**src/rtl/encoder_level.sv**
```systemverilog
// encoder_level: rotary encoder front end producing a WIDTH-bit level.
// Each raw pin goes through a two-flop synchroniser and a debouncer. The
// debounced pair is then decoded as x1 quadrature, and each detent moves the
// level by STEP. Pulses mark CW and CCW detents and illegal transitions.
// Optional feature: define ENCODER_SATURATE_EN to clamp the level at its
// limits. When it is undefined, the level wraps modulo 2^WIDTH.
module encoder_level #(
  parameter int unsigned WIDTH    = 8,
  parameter int unsigned STEP     = 1,
  parameter int unsigned DEBOUNCE = 4,
  parameter int unsigned INIT     = 0
) (
  input  logic             clk,
  input  logic             reset,
  input  logic             enc_a,
  input  logic             enc_b,
  output logic [WIDTH-1:0] level,
  output logic             step_cw,
  output logic             step_ccw,
  output logic             err
);

  typedef enum logic [1:0] {
    Q00 = 2'b00,
    Q01 = 2'b01,
    Q10 = 2'b10,
    Q11 = 2'b11
  } quad_t;

  localparam logic [7:0]       DEB_LAST = 8'(DEBOUNCE - 1);
  localparam logic [WIDTH:0]   STEP_EXT = (WIDTH + 1)'(STEP);
  localparam logic [WIDTH-1:0] INIT_VAL = WIDTH'(INIT);

  logic [1:0] pins;
  logic [1:0] s1;
  logic [1:0] s2;
  logic [1:0] deb;

  assign pins = {enc_a, enc_b};

  // Two-flop synchroniser for both raw pins.
  always_ff @(posedge clk) begin
    if (reset) begin
      s1 <= '0;
      s2 <= '0;
    end else begin
      s1 <= pins;
      s2 <= s1;
    end
  end

  // The counter is evaluated on the sample that is entering s2 (s1 compared
  // against s2). This lets the debounced value move on the same edge that
  // completes DEBOUNCE identical s2 samples. With DEBOUNCE = 1, it moves
  // together with s2.
  for (genvar g = 0; g < 2; g++) begin : g_pin
    logic [7:0] cnt;
    logic [7:0] cnt_nxt;
    logic       deb_q;

    // Stable-run length of the s2 stream, saturating at 255.
    always_comb begin
      cnt_nxt = cnt + 8'd1;
      if (cnt == 8'hFF) begin
        cnt_nxt = cnt;
      end
      if (s1[g] != s2[g]) begin
        cnt_nxt = '0;
      end
    end

    // Debounced pin value updates once the run reaches DEBOUNCE samples.
    always_ff @(posedge clk) begin
      if (reset) begin
        cnt   <= '0;
        deb_q <= 1'b0;
      end else begin
        cnt <= cnt_nxt;
        if ((s1[g] != deb_q) && (cnt_nxt == DEB_LAST)) begin
          deb_q <= s1[g];
        end
      end
    end
  end

  assign deb = {g_pin[1].deb_q, g_pin[0].deb_q};

  quad_t      cur;
  quad_t      prev;
  logic       armed;
  logic [1:0] changed;
  logic       illegal;
  logic       single;
  logic       cw_det;
  logic       ccw_det;
  logic       arm_set;

  // Quadrature transition classification.
  always_comb begin
    cur     = quad_t'(deb);
    changed = deb ^ prev;
    illegal = (changed == 2'b11);
    single  = (changed == 2'b01) || (changed == 2'b10);
    cw_det  = (prev == Q10) && (cur == Q00);
    ccw_det = (prev == Q01) && (cur == Q00);
    // A detent counts only after the decoder has seen a legal departure from
    // 00 or an arrival at 00 since reset. Without this, a rotation interrupted
    // by reset would complete into a spurious detent.
    arm_set = ((prev == Q00) && single) || ((cur == Q00) && (changed != 2'b00));
  end

  logic [WIDTH:0]   sum;
  logic [WIDTH:0]   diff;
  logic [WIDTH-1:0] inc_val;
  logic [WIDTH-1:0] dec_val;

  // Next level for each direction, using a one-bit-wider intermediate.
  always_comb begin
    sum  = {1'b0, level} + STEP_EXT;
    diff = {1'b0, level} - STEP_EXT;
`ifdef ENCODER_SATURATE_EN
    inc_val = sum[WIDTH]  ? '1 : sum[WIDTH-1:0];
    dec_val = diff[WIDTH] ? '0 : diff[WIDTH-1:0];
`else
    inc_val = sum[WIDTH-1:0];
    dec_val = diff[WIDTH-1:0];
`endif
  end

  // Decoder state, arming flag, registered pulses and the level register.
  always_ff @(posedge clk) begin
    if (reset) begin
      prev     <= Q00;
      armed    <= 1'b0;
      level    <= INIT_VAL;
      step_cw  <= 1'b0;
      step_ccw <= 1'b0;
      err      <= 1'b0;
    end else begin
      prev     <= cur;
      step_cw  <= cw_det && armed;
      step_ccw <= ccw_det && armed;
      err      <= illegal;
      if (arm_set) begin
        armed <= 1'b1;
      end
      if (cw_det && armed) begin
        level <= inc_val;
      end else if (ccw_det && armed) begin
        level <= dec_val;
      end
    end
  end

endmodule
```
**config.mk**
```make
export PLATFORM = sky130hd
export DESIGN_NAME = encoder_level
export DESIGN_NICKNAME = d
export VERILOG_FILES = /design/src/rtl/encoder_level.sv
export SDC_FILE = /design/constraint.sdc
export NUM_CORES = 1
export LEC_CHECK = 0
export ABC_AREA = 1
export BUFFER_PORTS_ARGS = -buffer_cell sky130_fd_sc_hd__clkbuf_2
export CAP_MARGIN = 20
export CORE_MARGIN = 3
export CORE_UTILIZATION = 50
export DETAILED_ROUTE_END_ITERATION = 6
export PLACE_DENSITY = 0.68
export SLEW_MARGIN = 20
export SYNTH_ARGS = -nofsm -noshare
export SYNTH_HDL_FRONTEND = slang
export SYNTH_SLANG_ARGS = --single-unit
```
**constraint.sdc**
```tcl
create_clock -name clk -period 2.78 [get_ports clk]
set_input_delay 0.417 -clock clk [delete_from_list [all_inputs] [get_ports clk]]
set_output_delay 0.417 -clock clk [all_outputs]
set_load 0.005 [all_outputs]
```
== After elaboration in Yosys (flattened, before gate mapping) ==
Cells that the tools add are included.

* Input port bits: 4
* Output and inout bits: 11
* Bits in latches: 0
* ROM bits: 0
* Register bits: 36
* Word-level logic and storage cells: 50
* Memories: 0
* RAM bits: 0

* Reduce and logical (&&, ||, !) cells: 14
* $add $sub $neg: 4
* Equality and inequality tests: 13
* Shift operators: 0
* Divide/modulo/power cells: 0
* Multiplexer cells: 6
* Multiply operators: 0
* $lt $le $gt $ge: 0
* Bitwise gates (word level): 1

{| class="wikitable"
|+ Operator list
! operator !! number
|-
| 8-bit two-way mux || 6
|-
| 8-bit by 1-bit adder with 8-bit output (second input constant) || 3
|-
| 8-bit by 2-bit == test with 1-bit output (second input constant) || 2
|-
| 8-bit == test (second input constant) || 2
|-
| 1-bit logical AND || 8
|-
| 8-bit by 1-bit subtractor with 8-bit output (second input constant) || 1
|-
| 2-bit == test (second input constant) || 3
|-
| 2-bit by 1-bit == test with 1-bit output (second input constant) || 2
|-
| 2-bit zero test || 2
|-
| 1-bit != test || 4
|-
| 2-bit nonzero test || 2
|-
| 1-bit logical OR || 2
|-
| 2-bit bitwise XOR || 1
|}

== Depth between registers and ports, before layout ==
* Word-level depth: 5
* Depth in mapped cells: 12

== Worst setup path before layout ==
Ideal clock, no wire load.

* Kind: register to register
* Start: reg g_pin[1].deb_q
* End: reg level[6]
* Data arrival time: 1.905 ns
* Period minus slack after synthesis: 2.014 ns
* Path slack: 0.766 ns
* Required time: 2.671 ns
* Cell stages (with the launch flop): 13
* Path through: dfxtp_1 nor2_1 nand4_1 ha_1 a21oi_1 o21ai_0 nand2_1 nand2_1 a21oi_1 nand2b_1 nand3_1 nand2_1 inv_1

* Cells in the longest elaborated chain, start to end: 4
* Elaborated cells between the ends (all ways): 7
* Those cells by class: mux (1); reduce/logical (6)

{| class="wikitable"
|+ Ends and longest elaborated chain
! what !! line !! RTL
|-
| start, declared || 59 || <nowiki>logic deb_q;</nowiki>
|-
| start signal, assigned || 80 || <nowiki>deb_q <= s1[g];</nowiki>
|-
| 2-bit zero test * || 104, 105 ||
|-
| 1-bit logical AND (on tied branches) || 104, 105 ||
|-
| 1-bit logical AND (on tied branches) || 147, 149 ||
|-
| 8-bit two-way mux or 2-bit nonzero test (tied branches) || -- ||
|-
| end signal, assigned || 148 || <nowiki>level <= inc_val;</nowiki>
|-
| end signal, assigned || 150 || <nowiki>level <= dec_val;</nowiki>
|-
| end, declared || 17 || <nowiki>output logic [WIDTH-1:0] level,</nowiki>
|}

Every way passes the cells marked *; elsewhere a longest branch is shown, timed or not.
A chain may end at the register's enable or synchronous reset.

== Final worst setup path ==
* Start: reg g_pin[0].deb_q
* End: reg level[6]

* Cells in the longest elaborated chain, start to end: 4
* Elaborated cells between the ends (all ways): 7
* Those cells by class: mux (1); reduce/logical (6)

{| class="wikitable"
|+ Ends and longest elaborated chain
! what !! line
|-
| start, declared || 59
|-
| start signal, assigned || 80
|-
| 2-bit zero test * || 104, 105
|-
| 1-bit logical AND (on tied branches) || 104, 105
|-
| 1-bit logical AND (on tied branches) || 147, 149
|-
| 8-bit two-way mux or 2-bit nonzero test (tied branches) || --
|}

Marks and branches as above.

==> results.md <==
* Status: finished, final reports clean
* Detail Placement HPWL at about 2.7 mm
* Synthesis-stage register bit count at 36
* Mapped Avg Cell Area at 7.11 um2
* Worst slew pin tran at 0.502 ns
* Global Route Usage Sum at 17.0%
* CP top delay family: simple AND/OR/NAND/NOR gates
* Initial detailed-routing violation count at 54
* First-pass GRT wire length at 6.70 mm
* Sequential share of the synthesized area at a little over a third
* Die height at ~69 um
* Fmax at 0.424 GHz
* Post-Layout Cell Count at 346
* Nets at 313
* Longest Clk Path Bufs at 2
* Routed WL at 3.74 mm
* P&R area growth vs syn at 11.4%
* Tcrit/Tclk final at between 80% and 90%
* RePlAce Congestion at roughly 0.84
* Crit path launch type: flip-flop
* Port Buffers at 14
* RSZ-0062 raised after global routing: false
* WP buf/inv at 1
* Worst-Skew Late Latency at 0.29 ns
* Row Count at 22
* Min cycle time layout at 2.36 ns
* Final setup fails at 0
* Yosys top cell area share at between 30 and 40%
* Final Hold Vio Count at 0
* Post-synthesis cell count at 280
* Vias in the first global route at 1552
* Via count at about 1700
* CTS Hold Bufs at 0
* Final Slew Violations at 0
* Largest net degree at the start of global routing at 26
* H-tree Lvls at 2
* DR vias/cell at 4.98
* Commonest cells after routing, fill and taps aside: 56 x nand2_1, 40 x inv_1, 39 x nor2_1
* Synth warnings at 0
* Most frequent CP cell: nand2_1
* Postcts setup bufs at 0
* Slowest cell on crit path: ha_1
* Critical path arrival at 2.60 ns
* Final setup TNS at 0 ns
* Mapped Nets at 296
* Max IR drop VDD at 0.000344 V
* Placeable Area at 3740 um2
* Largest area contributor in the netlist: dfxtp_1
* Clk sink count at 36
* Area of the die at between 4000 and 5000 um2
* PD cells at 544 nW/um2
* Worst Skew at 0.00326 ns
* Critical Path End Type: flip-flop
* Post-Syn Area at roughly 2000 um2
* Root buf cell: clkbuf_8
* Antenna Nets Post-Route at 0
* Worst hold path type: in -> reg
* CTS tree: done
* LEAKAGE at 1.07 nW
* Slew margin rel. at 66.4%
* Leading cell type in the layout, fill and taps excluded: nand2_1
* Number of library cell types mapped by synthesis at 32
* Starting Density at a little over half
* Crit path kind: reg -> reg
* Worst EP required at just over 3 ns
* Ports at 15
* WHS at 0.309 ns
* Post-cts gate resize count at 0
* Share of cells above drive strength 1 at 12.4%
* Crit path largest cell delay at around 0.55 ns
* Worst-path clk slew at about 0.070 ns
* Max-cap check violation count at 0
* Clock buffer count from CTS at 5
* ANT cells at 0
* Worst-path cell chain: nor2_1 -> nand4_1 -> ha_1 -> nand2_1 -> o21ai_0 -> nand2_1 -> nand2_1 -> a21oi_1 -> nand2b_1 -> nand3_1 -> nand2_1 -> inv_1
* Final Power at 1.21 mW
* Initial antenna violation count at 0
* Wire per inst at 10.8 um
* Die X-Extent at slightly below 70 um
* Synth area leaders: dfxtp_1 36%, nand2_1 11%, inv_1 7.5%
* Placed Cells at 338
* Global route overflow at 0
* First-pass DRT Iterations at 4
* Residual DRC at 0
* Worst-path fanout max at 11
## final cells by class
type                            count  area, um2
Fill cell                         368       1530
Multi-Input combinational cell    199       1100
Sequential cell                    36        721
Inverter                           40        150
Timing Repair Buffer               15       77.6
Clock buffer                        5       68.8
Tap cell                           48       60.1
Clock inverter                      3       42.5
## state kept, by name (all words and copies together) (netlist names)
name         count
armed            1
err              1
g_pin.cnt       16
g_pin.deb_q      2
level            8
prev             2
s1               2
s2               2
step_ccw         1
step_cw          1
## kinds of logic (layout without fill, tap and decap cells)
kind of cell	after synthesis	after routing	synth area share, %
flops	36	36	36.2
buf+inv	45	63	8.61
simple gates	147	147	33.6
xor+xnor	9	9	5.28
fa+ha+maj	12	12	7.92
compound gates	31	31	8.36
## worst register-to-register path: stages, from the launching register on
cell,delay (ns)
dfxtp_1,0.36
nor2_1,0.13
nand4_1,0.42
ha_1,0.55
nand2_1,0.06
o21ai_0,0.28
nand2_1,0.09
nand2_1,0.07
a21oi_1,0.06
nand2b_1,0.14
nand3_1,0.06
nand2_1,0.06
inv_1,0.04
## per-stage QoR
| stage | util (%) | worst slack, ns | instance area [um2] |
|---|---|---|---|
| CTS | 59.3 | 0.388 | 2220 |
| floorplan | - | 0.766 | 1990 |
| global placement | 56.3 | 0.567 | 2110 |
| detailed placement | 56.3 | 0.415 | 2110 |
| global route | 59.3 | 0.183 | 2220 |
| finish | 59.3 | 0.423 | 2220 |
## routing by layer
metal  global-route usage, %  vias up  routed length (um)
met3                    4.52        7                 165
met4                    7.59        0                  71
li1                        -      923                   -
met1                    23.2      764                1880
met5                       0        -                   0
met2                    25.1       29                1630
## synth_stat cells
master / number
o21ai_0: 11
xor2_1: 1
fa_1: 1
clkbuf_1: 3
nor3_2: 1
nand2b_1: 1
a31oi_1: 1
nand3_2: 1
nand2_4: 1
o211ai_1: 1
nand2_1: 56
xnor2_1: 6
nor2_1: 39
o31ai_1: 1
o21bai_1: 1
buf_2: 2
nor3_1: 3
nand4_1: 5
nand3b_1: 1
nand3_1: 30
dfxtp_1: 36
o21ai_1: 1
xnor2_4: 1
xnor2_2: 1
nor2_4: 3
nor2_2: 1
or2_2: 1
a21oi_1: 14
ha_1: 11
nand2_2: 4
a21o_1: 1
inv_1: 40
## worst paths after layout
| check | startpoint | endpoint | slack [ns] | cells past startpoint |
|---|---|---|---|---|
| max | g_pin[0].deb_q | level[6] | 0.42 | 12 |
| min | enc_b | s1[0] | 0.31 | 3 |
| max reg2reg | g_pin[0].deb_q | level[6] | 0.42 | 12 |
| min reg2reg | g_pin[0].deb_q | prev[0] | 0.49 | 2 |
## where the power goes
part	total (mW)	internal [mW]	switching (mW)	leakage (nW)
Clock	0.459	0.265	0.194	0.0541
Combinational	0.179	0.0764	0.102	0.728
Sequential	0.569	0.544	0.0257	0.293
Total	1.21	0.885	0.322	1.07
No activity file was read; power rests on OpenSTA's default activity.
